### config.mk
export PLATFORM = sky130hd
export DESIGN_NAME = mem_arbiter
export DESIGN_NICKNAME = d
export VERILOG_FILES = /design/src/rtl/mem_arb_pkg.sv /design/src/rtl/mem_arbiter.sv
export SDC_FILE = /design/constraint.sdc
export NUM_CORES = 1
export LEC_CHECK = 0
export ABC_AREA = 1
export CORE_MARGIN = 8
export CORE_UTILIZATION = 44
export CTS_CLUSTER_DIAMETER = 120
export DETAILED_ROUTE_END_ITERATION = 6
export GPL_ROUTABILITY_DRIVEN = 1
export PLACE_DENSITY = 0.83
export SKIP_CTS_REPAIR_TIMING = 1
export SYNTH_ARGS = -nofsm -noshare
export SYNTH_HDL_FRONTEND = slang
export SYNTH_SLANG_ARGS = --single-unit
### constraint.sdc
create_clock -name g_clk -period 1.4 [get_ports g_clk]
set_input_delay 0.28 -clock g_clk [delete_from_list [all_inputs] [get_ports g_clk]]
set_output_delay 0.28 -clock g_clk [all_outputs]
set_load 0.01 [all_outputs]
### src/rtl/mem_arb_pkg.sv
// Shared definitions for the unified-memory arbiter: state encoding, address-space tags, widths.
package mem_arb_pkg;

  localparam logic [2:0] ST_IDLE = 3'd0;
  localparam logic [2:0] ST_I_LO = 3'd1;
  localparam logic [2:0] ST_I_HI = 3'd2;
  localparam logic [2:0] ST_D_RD = 3'd3;
  localparam logic [2:0] ST_D_WR = 3'd4;

  typedef enum logic [2:0] {
    IDLE = ST_IDLE,
    I_LO = ST_I_LO,
    I_HI = ST_I_HI,
    D_RD = ST_D_RD,
    D_WR = ST_D_WR
  } arb_state_e;

  localparam logic DSPACE = 1'b1;
  localparam logic ISPACE = 1'b0;

  localparam int unsigned AW  = 8;
  localparam int unsigned DW  = 8;
  localparam int unsigned IW  = 16;
  localparam int unsigned MAW = 9;

endpackage

### src/rtl/mem_arbiter.sv
// Arbitrates one byte-wide memory between a 16-bit instruction fetch port and an 8-bit data port.
// Data wins ties; a starvation counter forces an instruction grant after STARVE_MAX data grants.
module mem_arbiter
  import mem_arb_pkg::*;
#(
  parameter int unsigned MEM_LAT    = 1,
  parameter int unsigned STARVE_MAX = 4
) (
  input  logic           g_clk,
  input  logic           g_clr,
  input  logic           i_req,
  input  logic [AW-1:0]  i_addr,
  output logic           i_odv,
  output logic [IW-1:0]  i_data,
  input  logic           d_req,
  input  logic           d_we,
  input  logic [AW-1:0]  d_addr,
  input  logic [DW-1:0]  d_wdata,
  output logic           d_odv,
  output logic [DW-1:0]  d_rdata,
  output logic           m_cs,
  output logic           m_we,
  output logic [MAW-1:0] m_addr,
  output logic [DW-1:0]  m_wdata,
  input  logic [DW-1:0]  m_rdata,
  output logic           busy
);

  localparam int unsigned CNT_W = (MEM_LAT > 1) ? $clog2(MEM_LAT) : 1;
  localparam int unsigned STV_W = (STARVE_MAX > 0) ? $clog2(STARVE_MAX + 1) : 1;

  arb_state_e       state_q, state_d;
  logic [CNT_W-1:0] cnt_q, cnt_d;
  logic [STV_W-1:0] starve_q, starve_d;
  logic [MAW-1:0]   addr_q, addr_d;
  logic [DW-1:0]    wdata_q, wdata_d;
  logic [DW-1:0]    lo_q, lo_d;
  logic [IW-1:0]    i_data_q, i_data_d;
  logic [DW-1:0]    d_rdata_q, d_rdata_d;
  logic             i_odv_q, i_odv_d;
  logic             d_odv_q, d_odv_d;
  logic             m_cs_q, m_cs_d;
  logic             m_we_q, m_we_d;
  logic [MAW-1:0]   m_addr_q, m_addr_d;
  logic [DW-1:0]    m_wdata_q, m_wdata_d;
  logic             busy_q, busy_d;

  logic beat_last_c;
  logic d_grant_c;
  logic i_grant_c;
  logic i_addr_unused;

  // Instruction space is 128 words; the top address bit has no meaning.
  assign i_addr_unused = i_addr[AW-1];

  assign beat_last_c = (cnt_q == CNT_W'(MEM_LAT - 1));
  assign d_grant_c   = d_req && (!i_req || (starve_q < STV_W'(STARVE_MAX)));
  assign i_grant_c   = i_req && (!d_req || (starve_q == STV_W'(STARVE_MAX)));

  always_comb begin
    state_d   = state_q;
    cnt_d     = cnt_q;
    starve_d  = starve_q;
    addr_d    = addr_q;
    wdata_d   = wdata_q;
    lo_d      = lo_q;
    i_data_d  = i_data_q;
    d_rdata_d = d_rdata_q;
    i_odv_d   = 1'b0;
    d_odv_d   = 1'b0;

    case (state_q)
      IDLE: begin
        cnt_d = '0;
        if (d_grant_c) begin
          state_d = d_we ? D_WR : D_RD;
          addr_d  = {DSPACE, d_addr};
          wdata_d = d_wdata;
          if (i_req) starve_d = starve_q + STV_W'(1);
        end else if (i_grant_c) begin
          state_d  = I_LO;
          addr_d   = {ISPACE, i_addr[AW-2:0], 1'b0};
          starve_d = '0;
        end
      end
      I_LO, I_HI, D_RD, D_WR: begin
        if (!beat_last_c) begin
          cnt_d = cnt_q + CNT_W'(1);
        end else begin
          cnt_d = '0;
          case (state_q)
            I_LO: begin
              lo_d    = m_rdata;
              state_d = I_HI;
            end
            I_HI: begin
              i_data_d = {m_rdata, lo_q};
              i_odv_d  = 1'b1;
              state_d  = IDLE;
            end
            D_RD: begin
              d_rdata_d = m_rdata;
              d_odv_d   = 1'b1;
              state_d   = IDLE;
            end
            default: begin
              d_odv_d = 1'b1;
              state_d = IDLE;
            end
          endcase
        end
      end
      default: state_d = IDLE;
    endcase

    // Memory-side outputs follow the state being entered so they line up with the beat.
    m_cs_d    = (state_d != IDLE);
    m_we_d    = (state_d == D_WR);
    busy_d    = m_cs_d;
    m_wdata_d = m_we_d ? wdata_d : '0;
    if (state_d == I_HI)  m_addr_d = {addr_d[MAW-1:1], 1'b1};
    else if (m_cs_d)      m_addr_d = addr_d;
    else                  m_addr_d = '0;
  end

  always_ff @(posedge g_clk or negedge g_clr) begin
    if (!g_clr) begin
      state_q   <= IDLE;
      cnt_q     <= '0;
      starve_q  <= '0;
      addr_q    <= '0;
      wdata_q   <= '0;
      lo_q      <= '0;
      i_data_q  <= '0;
      d_rdata_q <= '0;
      i_odv_q   <= 1'b0;
      d_odv_q   <= 1'b0;
      m_cs_q    <= 1'b0;
      m_we_q    <= 1'b0;
      m_addr_q  <= '0;
      m_wdata_q <= '0;
      busy_q    <= 1'b0;
    end else begin
      state_q   <= state_d;
      cnt_q     <= cnt_d;
      starve_q  <= starve_d;
      addr_q    <= addr_d;
      wdata_q   <= wdata_d;
      lo_q      <= lo_d;
      i_data_q  <= i_data_d;
      d_rdata_q <= d_rdata_d;
      i_odv_q   <= i_odv_d;
      d_odv_q   <= d_odv_d;
      m_cs_q    <= m_cs_d;
      m_we_q    <= m_we_d;
      m_addr_q  <= m_addr_d;
      m_wdata_q <= m_wdata_d;
      busy_q    <= busy_d;
    end
  end

  assign i_odv   = i_odv_q;
  assign i_data  = i_data_q;
  assign d_odv   = d_odv_q;
  assign d_rdata = d_rdata_q;
  assign m_cs    = m_cs_q;
  assign m_we    = m_we_q;
  assign m_addr  = m_addr_q;
  assign m_wdata = m_wdata_q;
  assign busy    = busy_q;

endmodule

==> out/metrics.cfg <==
[synth]
count_of_flip_flops_with_a_built_in_enable_after_synthesis=0
ys_top_cells_by_area=sky130_fd_sc_hd__dfrtp_1 60%, sky130_fd_sc_hd__nand2_1 9.9%, sky130_fd_sc_hd__inv_1 4.1%, sky130_fd_sc_hd__o21ai_0 3.9%, sky130_fd_sc_hd__nor2_1 2.8%
average_instance_area_after_synthesis_um2=9.95
post_synth_most_frequent_cells=84 x sky130_fd_sc_hd__nand2_1, 76 x sky130_fd_sc_hd__dfrtp_1, 35 x sky130_fd_sc_hd__inv_1, 25 x sky130_fd_sc_hd__o21ai_0, 24 x sky130_fd_sc_hd__nor2_1
synth-seq-cells=76
netlist_instances=320
synth.yosys.warnings=0
synth_cell_type_count=31
syn_nets=359
yosysTopAreaCell=sky130_fd_sc_hd__dfrtp_1
synth_top_flop_cell=sky130_fd_sc_hd__dfrtp_1
synthesized_cell_area_mm2=0.00319
synth_largest_type_area_fraction_pct=59.7
asyncSetResetFlopFracSynth_pct=100
synth.yosys.seq_area_share_pct=59.7
yosys.cell_count.top_type=sky130_fd_sc_hd__nand2_1

[critical_path]
startpoint_type=flip-flop
max_stage_delay_ps=400
cp.buffers_inverters=3
cp_slowest_cell=sky130_fd_sc_hd__dfrtp_1
critPathCaptureType=flip-flop
timing.critical_path.max_delay_family=simple AND/OR/NAND/NOR gates
worst-path-max-fanout=4
cp.arrival_ps=1700
worstSetupPathType=reg2reg
critical-path-top-cell-by-count=sky130_fd_sc_hd__inv_2
critPathRequiredTime_ps=1650
worstPathCellList=inv_2 > ha_4 > nand3_4 > nand2_8 > buf_12 > nand3b_1 > nand2_1 > inv_2 > nand2_2 > nor2_1

[drt]
detailroute.via_count=2570
via_per_inst=4.75
routed_wl_mm=8.40
detailedRoute.firstIterationViolations=109
route.detailed.drc=0
antenna_left=0
post_drt_wl_per_cell_um=15.5
detailedRoute.firstPassIterationCount=4

[sta]
fin_ws_ps=-50.2
worst_slew_pin_slew_ps=394
setup_repair_after_global_routing_missed_its_margin=true
fin_crit_sh_pct=104
layout_min_cycle_time_ps=1450
hold_viol_final=0
final.setup_skew_ps=11.1
finalSetupViolations=14
hold_ws_ps=396
max_slew_margin_pct=73.7
clock.fmax_ghz=0.690
slew_viol_final=0
setup_tns_ps=-345

[power_and_ir_drop]
internal-power_mw=6.30
worst_ir_drop_vdd_mv=1.01
power.share.sequential_pct=35.5
report.power.total_mw=10.2
part_of_the_total_power_dissipated_in_combinational_logic_pct=47.8
clock_power_share_pct=16.7
sw_frac_of_total_pct=38.4
cellLeakagePower_nw=2.88
power_density_mw_per_mm2=2080
power.net_switching_mw=3.93

[clock_network]
cts_tree=built
cts_made_buffers=9
clock-sinks=76
clkSlewWorstSetupHoldPaths_ps=90
htree_num_levels=3
worst_skew_pair.late_latency_ps=360
ctsRootBufferMaster=sky130_fd_sc_hd__clkbuf_8
clock_path_buffers=2

[min_path]
holdCritPathClass=in2async

[cells_and_area]
num_antenna_cells=0
finish.utilization_pct=68.9
flow.area_growth_from_synthesis_pct=54.3
final_nets=476
post_route_cells_drive_above_1_share_pct=27.1
post_layout_nonfiller_instances=541

[run_status]
outcome=complete, but fails checks
failed_checks=negative setup slack

[die]
die_w_um=101
row_count=31
chipHeight_um=101
floorplan.io_pins=83
fp.dieArea_mm2=0.0102
core_outline_area_mm2=0.00714
effective_utilization_at_floorplan_pct=44.6

[flow_run]
max-cap-violations=0

[global_route]
grt_max_degree=31
grt_use_total_pct=15.3
via_count_of_the_first_global_routing_pass=2548
grt_remaining_overflow=0
antenna_found_initial=0
grt_first_pass_wirelength_mm=12.0

[placed_design]
port_bufs=81
dpl.cell_count=512
dpl.hpwl_mm=5.59
place.gp.congestion=0.820

layout make-up:
cell class / instances / area [µm²]
Fill cell: 507 / 2220
Sequential cell: 76 / 1910
Timing Repair Buffer: 115 / 1290
Multi-Input combinational cell: 190 / 1230
Inverter: 45 / 169
Clock buffer: 9 / 124
Tap cell: 99 / 124
Clock inverter: 7 / 73.8
state kept, by name (all words and copies together), names as in the netlist:
name      flops
state_q       3
addr_q        9
m_we          1
d_odv         1
d_rdata       8
starve_q      3
wdata_q       8
i_data       16
busy          1
m_addr        9
i_odv         1
m_wdata       8
lo_q          8
cell families after synthesis:
family	Yosys count	synth area share, %
flops	76	59.7
xor+xnor	1	0.275
fa+ha+maj	2	0.785
buf+inv	54	7.46
simple gates	146	24.3
compound gates	41	7.50
path summary, 6_finish.rpt:
path	startpoint	end	slack [ps]	cells past startpoint
setup / recovery	starve_q[0]	m_addr[7]	-50	10
hold / removal	g_clr	starve_q[0]	400	2
hold reg to reg	i_data[4]	i_data[4]	480	2
setup reg to reg	starve_q[0]	m_addr[7]	-50	10
max in group asynchronous	g_clr	wdata_q[1]	500	3
min in group g_clk	i_data[4]	i_data[4]	480	2
cells in the final DEF (no fill, tap or decap), types with 9 or more instances in the layout:
cell type	n
sky130_fd_sc_hd__nand2_1	75
sky130_fd_sc_hd__dfrtp_1	73
sky130_fd_sc_hd__nand2_2	11
sky130_fd_sc_hd__clkbuf_8	9
sky130_fd_sc_hd__dlymetal6s2s_1	47
sky130_fd_sc_hd__inv_1	32
sky130_fd_sc_hd__clkdlybuf4s50_1	33
sky130_fd_sc_hd__o21ai_0	25
sky130_fd_sc_hd__nor2_1	16
sky130_fd_sc_hd__inv_2	13
sky130_fd_sc_hd__buf_4	26
per-layer routing:
| layer | wire, µm | vias up | part of all wire (%) | GRT usage [%] |
|---|---|---|---|---|
| met5 | 0 | - | 0 | 0 |
| met4 | 274 | 0 | 3.3 | 9.74 |
| met3 | 375 | 21 | 4.5 | 3.45 |
| met2 | 4090 | 94 | 49 | 25.4 |
| met1 | 3660 | 1224 | 44 | 17.3 |
| li1 | - | 1231 | - | - |
metrics by stage:
step / setup WS, ps / area (µm²)
6_report: -50.2 / 4910
5_1_grt: -125 / 4910
4_1_cts: -190 / 4480
3_5_place_dp: -393 / 4280
3_3_place_gp: -354 / 4280
2_1_floorplan: 88.0 / 3190
power groups by stage:
stage	combinational, mW	clock, mW	sequential [mW]
after floorplan	2.07	0	3.83
after global placement	4.12	0	3.61
after detailed placement	4.27	0	3.65
after CTS	4.30	1.74	3.62
after global routing	5.35	1.81	3.73
final	4.90	1.71	3.64
No activity file was read; power rests on OpenSTA's default activity.
